### src/rtl/multiply_if.sv
`default_nettype none
// ============================================================================
// Module      : multiply_if
// Description : Operand/product bundle for the 4x4 unsigned multiplier.
//               master = operand source / product sink, slave = multiplier.
// Revision    : 1.0 - initial release
// ============================================================================
interface multiply_if;
    logic       in_valid;
    logic [3:0] a;
    logic [3:0] b;
    logic [7:0] out;
    logic       out_valid;

    modport master (
        output in_valid,
        output a,
        output b,
        input  out,
        input  out_valid
    );

    modport slave (
        input  in_valid,
        input  a,
        input  b,
        output out,
        output out_valid
    );
endinterface
`default_nettype wire

### src/rtl/multiply.sv
`default_nettype none
// ============================================================================
// Module      : multiply
// Description : 4x4 unsigned array multiplier with a registered 8-bit product.
//               Four AND-gated partial products are summed by a two-level
//               adder tree. Latency is 1 cycle; defining MULTIPLY_INREG_EN
//               adds an input register stage for a latency of 2 cycles.
// Revision    : 1.0 - initial release
// ============================================================================
module multiply (
    input  wire logic  clk,
    input  wire logic  rst_n,
    multiply_if.slave  bus
);

    logic       array_valid;
    logic [3:0] array_a;
    logic [3:0] array_b;
    logic [7:0] pp [4];
    logic [7:0] sum_lo;
    logic [7:0] sum_hi;
    logic [7:0] product;

`ifdef MULTIPLY_INREG_EN
    logic       stage_valid;
    logic [3:0] stage_a;
    logic [3:0] stage_b;

    // Input capture stage; reset drops any pair still in flight here.
    always_ff @(posedge clk or negedge rst_n) begin
        if (!rst_n) begin
            stage_valid <= 1'b0;
            stage_a     <= 4'd0;
            stage_b     <= 4'd0;
        end else begin
            stage_valid <= bus.in_valid;
            stage_a     <= bus.a;
            stage_b     <= bus.b;
        end
    end

    assign array_valid = stage_valid;
    assign array_a     = stage_a;
    assign array_b     = stage_b;
`else
    assign array_valid = bus.in_valid;
    assign array_a     = bus.a;
    assign array_b     = bus.b;
`endif

    // Partial product i is the multiplicand gated by multiplier bit i,
    // placed at weight 2^i inside the 8-bit product field.
    generate
        for (genvar i = 0; i < 4; i++) begin : g_pp
            assign pp[i] = {4'b0000, array_a & {4{array_b[i]}}} << i;
        end
    endgenerate

    // Two-level carry-propagating tree; 225 max so 8 bits never overflow.
    assign sum_lo  = pp[0] + pp[1];
    assign sum_hi  = pp[2] + pp[3];
    assign product = sum_lo + sum_hi;

    // Output register: load on a valid pair, otherwise hold the last product.
    always_ff @(posedge clk or negedge rst_n) begin
        if (!rst_n) begin
            bus.out       <= 8'd0;
            bus.out_valid <= 1'b0;
        end else begin
            bus.out_valid <= array_valid;
            if (array_valid) begin
                bus.out <= product;
            end
        end
    end

endmodule
`default_nettype wire

### src/flat_wrapper.sv
// flat-port wrapper written by rule: the top's interface ports become plain ports
module multiply_flat 
  (clk, rst_n, bus_in_valid, bus_a, bus_b, bus_out, bus_out_valid);
  multiply_if bus_i ();
  input  wire logic clk;
  input  wire logic rst_n;
  input wire logic [$bits(bus_i.in_valid)-1:0] bus_in_valid;
  input wire logic [$bits(bus_i.a)-1:0] bus_a;
  input wire logic [$bits(bus_i.b)-1:0] bus_b;
  output wire logic [$bits(bus_i.out)-1:0] bus_out;
  output wire logic [$bits(bus_i.out_valid)-1:0] bus_out_valid;
  assign bus_i.in_valid = bus_in_valid;
  assign bus_i.a = bus_a;
  assign bus_i.b = bus_b;
  assign bus_out = bus_i.out;
  assign bus_out_valid = bus_i.out_valid;
  multiply u_core (.clk(clk), .rst_n(rst_n), .bus(bus_i));
endmodule
### config.mk
export PLATFORM = sky130hd
export DESIGN_NAME = multiply_flat
export DESIGN_NICKNAME = d
export VERILOG_FILES = /design/src/rtl/multiply_if.sv /design/src/rtl/multiply.sv /design/src/flat_wrapper.sv
export SDC_FILE = /design/constraint.sdc
export NUM_CORES = 1
export LEC_CHECK = 0
export BUFFER_PORTS_ARGS = -buffer_cell sky130_fd_sc_hd__buf_2
export CAP_MARGIN = 10
export CORE_MARGIN = 5
export CORE_UTILIZATION = 51
export DETAILED_ROUTE_END_ITERATION = 16
export GPL_ROUTABILITY_DRIVEN = 0
export GPL_TIMING_DRIVEN = 0
export PLACE_DENSITY = 0.88
export REMOVE_ABC_BUFFERS = 1
export SLEW_MARGIN = 25
export SYNTH_ARGS = -nofsm -noshare
export SYNTH_HDL_FRONTEND = slang
export SYNTH_SLANG_ARGS = --single-unit
### constraint.sdc
create_clock -name clk -period 1.15 [get_ports clk]
set_input_delay 0 -clock clk [delete_from_list [all_inputs] [get_ports clk]]
set_output_delay 0 -clock clk [all_outputs]
set_load 0.05 [all_outputs]
==> impl_metrics.json, run 1 <==
{
  "antenna_cells": 0,
  "io_buffers": 19,
  "cpPeakStageDelay_ns": 0.53,
  "grt_usage_pct": 14.7,
  "ys_seq_elements": 9,
  "synth_edf_count": 0,
  "detail_route.iter0.violations": 8,
  "p_leak_nw": 0.490,
  "fin_area_um2": 1020,
  "cts_sinks": 9,
  "path_class": "primary input to register",
  "cp.required_ns": 1.32,
  "tritoncts": "yes",
  "power_density_nw_per_um2": 1280,
  "period_needed_ns": 2.10,
  "crit_path_start_kind": "primary input",
  "antenna_left": 0,
  "violations": "setup timing",
  "viasPerCell": 5.24,
  "tightest_slew_ns": 0.327,
  "setup_viol": 5,
  "synth_most_common_cell": "and2_1",
  "die_width_um": 48.8,
  "area_growth_pct": 33.4,
  "yosysWarnings": 0,
  "io_pins": 20,
  "cp_top_family": "adder cells",
  "min_period_over_period_pct": 183,
  "start_util_pct": 52.2,
  "status": "finished, violations left",
  "netlist_instances": 71,
  "post_drt_wl_per_cell_um": 14.3,
  "grt_pass1_wl_um": 2750,
  "cp_max_fo": 2,
  "cp_slowest_cell": "fa_1",
  "synth_common_cells": "11 x and2_1, 10 x ha_1, 9 x dfrtp_1, 6 x inv_1, 5 x fa_1",
  "grt_pass1_vias": 617,
  "htree_levels": 1,
  "wl_um": 1600,
  "row_count": 14,
  "critPathCaptureType": "register",
  "slew-limit-headroom_pct": 78.2,
  "cap_violations": 0,
  "yosys.area.top_type": "dfrtp_1",
  "syn_avg_cell_area_um2": 10.8,
  "dieArea_um2": 2380,
  "cts_made_buffers": 3,
  "dp_hpwl_um": 1200,
  "cts.clk_slew.worst_paths_ns": 0.06,
  "place_area_um2": 861,
  "synth_top_area_share_pct": 29.3,
  "hold_class": "primary input to register",
  "slew_violations": 0,
  "cpMostUsedCell": "fa_1",
  "synth-seq-area-share_pct": 29.3,
  "cp.buffers_inverters": 3,
  "core_area_um2": 1470,
  "fill_cells": 110,
  "drc_errors": 0,
  "yosysUniqueCellTypes": 21,
  "crit_chain": "buf_6, and2_4, fa_1, inv_1, fa_1, inv_2, ha_4, fa_2, a21oi_2, nand4b_1, o211ai_1",
  "drtPass1Iterations": 5,
  "grt_overflow": 0,
  "die-height_um": 48.8,
  "yosys_most_used_dff": "dfrtp_1",
  "clk_path_buf_depth": 2,
  "max-vdd-ir-drop_mv": 0.821,
  "cts-root-buf": "clkbuf_4",
  "layout.nets": 123,
  "hold_slack_ns": 0.0293,
  "multi_input_area_um2": 572,
  "clock_latency_ns": 0.25,
  "vias": 587,
  "rsz0062_at_grt": "true",
  "synth_area_um2": 768,
  "synth-async-reset-ratio_pct": 100,
  "cp.arrival_ns": 2.27,
  "final_layout_size_suffix_gt1_share_pct": 46.9,
  "final-seq-area_um2": 225,
  "worst_slack_ns": -0.952,
  "finalHoldViolCount": 0,
  "synth_area_leaders": "dfrtp_1 29%, ha_1 16%, fa_1 13%",
  "final.setup_skew_ns": 0,
  "max_freq_mhz": 476,
  "grt_antenna_before_repair": 0,
  "grt_max_degree": 20
}
registers in the layout (all words and copies together), names as in the netlist:
signal and flops:
u_core.bus.out 8, u_core.bus.out_valid 1
per-layer routing:
layer  vias up  part of all wire, %  global-route usage [%]
met1       275                   44                    17.2
met3         2                  4.6                    4.59
met4         0                 0.62                    6.73
li1        297                    -                       -
met5         -                    0                       0
met2        13                   50                    24.3
path summary, 6_finish.rpt:
| path | from | to | slack [ns] | depth (start not counted) |
|---|---|---|---|---|
| worst max register to register | u_core.bus.out[7] | u_core.bus.out[7] | 0.13 | 3 |
| min in group asynchronous | rst_n | u_core.bus.out[7] | 0.11 | 2 |
| worst min-delay path | bus_a[0] | u_core.bus.out[0] | 0.03 | 3 |
| worst min register to register | u_core.bus.out[3] | u_core.bus.out[3] | 0.51 | 1 |
| worst max-delay path | bus_b[1] | u_core.bus.out[7] | -0.95 | 11 |
| max in group asynchronous | rst_n | u_core.bus.out_valid | 0.86 | 2 |
cells by family (layout without fill, tap and decap cells):
family / count (synthesis) / count (layout) / share of synthesized area (%)
fa+ha+maj: 15 / 15 / 29.3
buf+inv: 8 / 33 / 5.86
flops: 9 / 9 / 29.3
simple gates: 26 / 26 / 20.8
mux: 4 / 4 / 5.86
xor+xnor: 1 / 1 / 1.14
compound gates: 8 / 8 / 7.65
power by group:
group	total [mW]	internal [mW]	leakage, nW	switching [mW]
Sequential	0.409	0.379	0.110	0.0306
Combinational	0.666	0.242	0.365	0.424
Clock	0.237	0.133	0.0150	0.104
Total	1.31	0.754	0.490	0.558
per-stage QoR:
step                setup WS, ns  util, %  power [mW]  setup TNS (ns)  instances
floorplan                  -1.19        -       0.829           -5.04         69
global placement           -1.47     58.5       0.964           -6.35        104
detailed placement         -1.54     58.5       0.981           -6.56        104
CTS                       -0.982     68.2        1.31           -4.05        111
global route               -1.02     69.6        1.40           -4.28        112
finish                    -0.952     69.6        1.31           -4.06        112
worst register-to-register path, stage by stage, from the launching register on:
cell and delay [ns]:
dfrtp_1 0.36, nor2b_1 0.14, a311oi_2 0.26, o211ai_1 0.13
what timing repair did:
| item | in CTS | in global routing |
|---|---|---|
| gates cloned | 0 | 0 |
| hold endpoints to repair | 9 | 0 |
| hold buffers | 1 | 0 |
| endpoints found under the setup margin | 6 | 6 |
| buffers inserted | 2 | 1 |
| pin swaps | 14 | 4 |
| resized for setup | 19 | 4 |
layout by cell type, fill, tap and decap left out, types with 2 or more instances in the layout:
cell type  netlist  layout
and2_1          11       8
and2_4           0       3
buf_2            0      14
buf_4            0       3
buf_6            2       5
clkbuf_4         0       3
dfrtp_1          9       9
fa_1             5       4
ha_1            10       7
ha_4             0       3
inv_1            6       4
inv_2            0       2
mux2_2           4       3
nand2_2          0       3
nand3_1          2       2
nand4b_1         2       2
nor2_1           2       2
nor2b_1          2       2
o211ai_1         2       2
final cells by class:
cell class,count,share of cell area (%)
tap,16,1.95
multi-input combinational,54,55.8
sequential,9,22.0
timing repair buffer,23,15.5
inverter,6,2.20
clock buffer,4,2.56
(Power assumes the default switching activity.)
==> inputs of run 2 (changes only) <==
--- a/config.mk
+++ b/config.mk
@@ -5,14 +5,15 @@
 export SDC_FILE = /design/constraint.sdc
 export NUM_CORES = 1
 export LEC_CHECK = 0
+export ABC_CLOCK_PERIOD_IN_PS = 2500
 export BUFFER_PORTS_ARGS = -buffer_cell sky130_fd_sc_hd__buf_2
 export CAP_MARGIN = 10
 export CORE_MARGIN = 5
-export CORE_UTILIZATION = 51
+export CORE_UTILIZATION = 55
 export DETAILED_ROUTE_END_ITERATION = 16
 export GPL_ROUTABILITY_DRIVEN = 0
 export GPL_TIMING_DRIVEN = 0
-export PLACE_DENSITY = 0.88
+export PLACE_DENSITY = 0.94
 export REMOVE_ABC_BUFFERS = 1
 export SLEW_MARGIN = 25
 export SYNTH_ARGS = -nofsm -noshare
==> constraint.sdc (replaced) <==
create_clock -name clk -period 2.5 [get_ports clk]
set_input_delay 0 -clock clk [delete_from_list [all_inputs] [get_ports clk]]
set_output_delay 0 -clock clk [all_outputs]
set_load 0.005 [all_outputs]
==> run 2 against run 1 <==
  * The flow now finishes without violations
  * Utilization is 1.4 points lower
  * Hold slack gained 0.013 ns
  * Total power fell by 65%
  * Final cell count fell by 3.6%
  * Clock skew unchanged
  * Critical path depth unchanged
  * Routed wire length shrank 12%
  * Sequential share of layout area grew 3.1 points
  * First-iteration DRC count shrank 100%
  * Clock-buffer cell count unchanged
  * Critical path type unchanged
==> impl_metrics.json, run 2 (same netlist as run 1, synthesis figures left out) <==
{
  "cts_sinks": 9,
  "finalHoldViolCount": 0,
  "p_int_mw": 0.318,
  "viasPerCell": 5.24,
  "cp.buffers_inverters": 3,
  "fin_area_um2": 900,
  "row_count": 13,
  "slew_violations": 0,
  "grt_usage_pct": 16.0,
  "wl_um": 1410,
  "tritoncts": "yes",
  "largest_register_ff_count": 8,
  "vias": 566,
  "cpPeakStageDelay_ns": 0.54,
  "period_needed_ns": 2.35,
  "cp_max_fo": 4,
  "start_util_pct": 58.3,
  "status": "finished, final reports clean",
  "cp_slowest_cell": "fa_1",
  "setup_tns_ns": 0,
  "io_pins": 20,
  "cts.clk_slew.worst_paths_ns": 0.06,
  "setup_viol": 0,
  "htree_levels": 1,
  "cts_setup_buffers": 0,
  "path_class": "primary input to register",
  "min_period_over_period_pct": 94.0,
  "worst-r2r-cell-count": 3,
  "cts_made_buffers": 3,
  "crit_end": "u_core.bus.out[7]",
  "grt_pass1_wl_um": 2540,
  "cp.arrival_ns": 2.52,
  "cap_violations": 0,
  "drc_errors": 0,
  "antenna_left": 0,
  "hold_class": "primary input to register",
  "clock_latency_ns": 0.25,
  "regMostFlops": "u_core.bus.out",
  "seq_power_share_pct": 40.7,
  "p_leak_nw": 0.459,
  "io_buffers": 19,
  "tightest_slew_ns": 0.318,
  "area_growth_pct": 17.1,
  "final_cell_mix": "19 x buf_2, 11 x and2_1, 10 x ha_1",
  "crit_cells": 11,
  "die-height_um": 47.4,
  "grt_overflow": 0,
  "grt_max_degree": 20,
  "die_width_um": 47.4,
  "rsz0062_at_grt": "false",
  "critPathCaptureType": "register",
  "core_area_um2": 1320,
  "max_freq_mhz": 425,
  "crit_path_start_kind": "primary input",
  "final_common_cell": "buf_2",
  "power_density_nw_per_um2": 508,
  "place_area_um2": 860,
  "antenna_cells": 0,
  "drtPass1Iterations": 1,
  "place_ws_ns": -0.143,
  "cp_top_family": "adder cells",
  "cpMostUsedCell": "fa_1",
  "dieArea_um2": 2240,
  "cts-root-buf": "clkbuf_4",
  "critical_path.startpoint": "bus_a[0]",
  "power_switching_mw": 0.139,
  "combPwrFrac_pct": 35.4,
  "grt_antenna_before_repair": 0,
  "reg2reg_to": "u_core.bus.out[7]",
  "reg2reg_slack_ns": 1.50,
  "slew-limit-headroom_pct": 78.8,
  "layout.nets": 120,
  "dp_hpwl_um": 1180,
  "clockPowerShare_pct": 23.9,
  "hold_slack_ns": 0.0427,
  "switching_share_pct": 30.4,
  "grt_pass1_vias": 603,
  "post_drt_wl_per_cell_um": 13.1,
  "cp.required_ns": 2.66,
  "final.setup_skew_ns": 0,
  "worst_slack_ns": 0.150,
  "max-vdd-ir-drop_mv": 0.537,
  "rr_startpoint": "u_core.bus.out[7]",
  "fill_cells": 108,
  "clk_path_buf_depth": 2,
  "detail_route.iter0.violations": 0,
  "final_layout_size_suffix_gt1_share_pct": 31.2,
  "top_regs": "u_core.bus.out x8, u_core.bus.out_valid x1",
  "crit_chain": "buf_2, and2_1, fa_1, inv_1, fa_1, inv_1, ha_1, fa_1, a21oi_2, nand4b_1, o211ai_1"
}
[run 2: cell count changes in the layout (fill, tap and decap cells not counted), sizes merged]
cell  change
buf       -3
[run 2: layer usage]
metal	vias to the layer above	part of all wire (%)	global-route usage (%)
met5	-	0	0
met4	0	1.1	4.97
met3	2	6.9	2.68
met2	15	45	25.1
met1	263	47	22.3
li1	286	-	-
[run 2: area by class of cell]
class,instances,area [um^2],share of cell area [%]
inverters,6,22.5,2.50
repair buffers,20,105,11.7
multi-input cells,54,502,55.8
well taps,15,18.8,2.09
flip-flops and latches,9,225,25.0
clock buffers,4,26.3,2.92
[run 2: what timing repair did]
item / CTS / global route
gates resized for setup: 0 / 1
hold endpoints to repair: 9 / 0
hold buffers: 1 / 0
setup endpoints to repair: 0 / 1
[run 2: power by group through the flow]
| stage | Sequential [mW] | Combinational (mW) | Clock [mW] |
|---|---|---|---|
| final | 0.186 | 0.162 | 0.109 |
| after global placement | 0.187 | 0.155 | 0 |
| after floorplan | 0.193 | 0.0895 | 0 |
| after detailed placement | 0.189 | 0.160 | 0 |
| after CTS | 0.187 | 0.164 | 0.112 |
| after global routing | 0.192 | 0.188 | 0.120 |
[run 2: worst min-delay path by stage]
stage / from / endpoint / slack [ns] / cells past startpoint
2_1_floorplan: rst_n / u_core.bus.out[0] / -0.30 / 0
3_3_place_gp: rst_n / u_core.bus.out[3] / -0.15 / 1
3_5_place_dp: rst_n / u_core.bus.out_valid / -0.14 / 1
4_1_cts: bus_in_valid / u_core.bus.out_valid / 0.04 / 1
5_1_grt: bus_in_valid / u_core.bus.out_valid / 0.05 / 1
6_report: bus_in_valid / u_core.bus.out_valid / 0.04 / 1
[run 2: worst register-to-register path, cell delays in order (launching register included)]
cell	delay (ns)
dfrtp_1	0.37
nor2b_1	0.13
a311oi_2	0.25
o211ai_1	0.12
[run 2: stage by stage]
| stage | instances | total power [mW] | utilization [%] |
|---|---|---|---|
| 5_1_grt | 108 | 0.500 | 68.3 |
| 2_1_floorplan | 69 | 0.282 | - |
| 6_report | 108 | 0.457 | 68.3 |
| 3_5_place_dp | 103 | 0.349 | 65.2 |
| 3_3_place_gp | 103 | 0.342 | 65.2 |
| 4_1_cts | 108 | 0.462 | 68.0 |
==> inputs of run 3 (changes only) <==
--- a/config.mk
+++ b/config.mk
@@ -6,7 +6,7 @@
 export NUM_CORES = 1
 export LEC_CHECK = 0
 export ABC_CLOCK_PERIOD_IN_PS = 2500
-export BUFFER_PORTS_ARGS = -buffer_cell sky130_fd_sc_hd__buf_2
+export BUFFER_PORTS_ARGS = -buffer_cell sky130_fd_sc_hd__clkbuf_2
 export CAP_MARGIN = 10
 export CORE_MARGIN = 5
 export CORE_UTILIZATION = 55
==> run 3 against run 2 <==
  * Routed wire length grew 11%
  * Largest power group unchanged
  * Maximum frequency is 0.45% higher
  * Clock power grew 6%
  * Largest cell class unchanged
  * Critical path type unchanged
  * Non-clock buffer count did not move
==> impl_metrics.json, run 3 (same netlist as run 1, synthesis figures left out) <==
{
  "area_growth_pct": 17.1,
  "clk_path_buf_depth": 2,
  "cts.clk_slew.worst_paths_ns": 0.07,
  "cap_violations": 0,
  "power_density_nw_per_um2": 522,
  "final_common_cell": "clkbuf_2",
  "io_buffers": 19,
  "grt_antenna_before_repair": 0,
  "crit_path_start_kind": "primary input",
  "viasPerCell": 5.68,
  "top_regs": "u_core.bus.out x8, u_core.bus.out_valid x1",
  "final-seq-area_um2": 225,
  "finalHoldViolCount": 0,
  "grt_pass1_vias": 658,
  "io_pins": 20,
  "antenna_cells": 0,
  "cp_max_fo": 4,
  "cts-root-buf": "clkbuf_4",
  "detail_route.iter0.violations": 11,
  "row_count": 13,
  "min_from": "bus_a[0]",
  "max-vdd-ir-drop_mv": 0.335,
  "final_layout_size_suffix_gt1_share_pct": 31.2,
  "cts_setup_buffers": 0,
  "htree_levels": 1,
  "rr_startpoint": "u_core.bus.out[7]",
  "die_width_um": 47.4,
  "status": "finished, final reports clean",
  "critPathCaptureType": "register",
  "layout.nets": 120,
  "dieArea_um2": 2240,
  "dpl.cell_count": 103,
  "drtPass1Iterations": 4,
  "critical_path.startpoint": "bus_a[0]",
  "regMostFlops": "u_core.bus.out",
  "wl_um": 1570,
  "grt_max_degree": 20,
  "multi_input_area_um2": 502,
  "start_util_pct": 58.3,
  "path_class": "primary input to register",
  "final.setup_skew_ns": 0,
  "grt_usage_pct": 17.9,
  "dp_hpwl_um": 1290,
  "largest_register_ff_count": 8,
  "core_area_um2": 1320,
  "p_leak_nw": 0.461,
  "antenna_left": 0,
  "stdcell_count": 108,
  "grt_pass1_wl_um": 2780,
  "drc_errors": 0,
  "setup_viol": 0,
  "hold_class": "primary input to register",
  "cp.required_ns": 2.69,
  "grt_overflow": 0,
  "clock_latency_ns": 0.27,
  "cp.arrival_ns": 2.53,
  "rsz0062_at_grt": "false",
  "period_needed_ns": 2.34,
  "cts_sinks": 9,
  "final_cell_mix": "19 x clkbuf_2, 11 x and2_1, 10 x ha_1",
  "min_period_over_period_pct": 93.6,
  "tritoncts": "yes",
  "max_freq_mhz": 427,
  "slew-limit-headroom_pct": 76.0,
  "die-height_um": 47.4,
  "tightest_slew_ns": 0.360,
  "vias": 613,
  "setup_tns_ns": 0,
  "post_drt_wl_per_cell_um": 14.5,
  "hold_slack_ns": 0.0382,
  "fill_cells": 109,
  "slew_violations": 0,
  "cts_made_buffers": 3
}
run 3: where the power goes:
group / internal (mW) / switching, mW / total (mW)
combinational: 0.0836 / 0.0832 / 0.167
sequential: 0.174 / 0.0137 / 0.188
clock: 0.0616 / 0.0539 / 0.115
total: 0.319 / 0.151 / 0.470
run 3: what timing repair did:
item | 4_1_cts | 5_1_grt
endpoints found under the hold margin | 9 | 0
gates resized for setup | 0 | 1
setup endpoints to repair | 0 | 1
hold buffers | 1 | 0
run 3: worst paths after layout:
kind                            cells past startpoint           endpoint  slack (ns)
max in group asynchronous                           2  u_core.bus.out[1]        2.19
worst max register to register                      3  u_core.bus.out[7]        1.50
worst min register to register                      1  u_core.bus.out[2]        0.51
worst min-delay path                                3  u_core.bus.out[0]        0.04
worst max-delay path                               11  u_core.bus.out[7]        0.16
min in group asynchronous                           2  u_core.bus.out[5]        0.11
run 3: final cells by class:
type	instances	share of cell area (%)
multi-input combinational	54	55.8
clock buffer	4	2.92
sequential	9	25.0
tap	15	2.09
timing repair buffer	20	11.7
inverter	6	2.50
run 3: worst max-delay path, cell delays in order:
cell      delay, ns
clkbuf_2       0.11
and2_1         0.18
fa_1           0.55
inv_1          0.06
fa_1           0.55
inv_1          0.05
ha_1           0.21
fa_1           0.43
a21oi_2        0.18
nand4b_1       0.11
o211ai_1       0.11
run 3: metal layers:
| layer | global-route usage [%] | vias up | share of wire [%] | wire length [um] |
|---|---|---|---|---|
| met3 | 2.30 | 5 | 8.3 | 130 |
| met2 | 30.5 | 26 | 49 | 775 |
| met5 | 0 | - | 0 | 0 |
| met1 | 22.1 | 292 | 41 | 637 |
| met4 | 8.29 | 0 | 1.7 | 27 |
| li1 | - | 290 | - | - |
run 3: stage by stage:
stage	setup WS [ns]	instance area [um^2]	total power [mW]	util [%]
detailed placement	-0.134	860	0.354	65.2
CTS	0.116	896	0.471	68.0
global route	0.0179	900	0.508	68.3
floorplan	0.158	746	0.282	-
global placement	-0.0849	860	0.342	65.2
finish	0.160	900	0.470	68.3
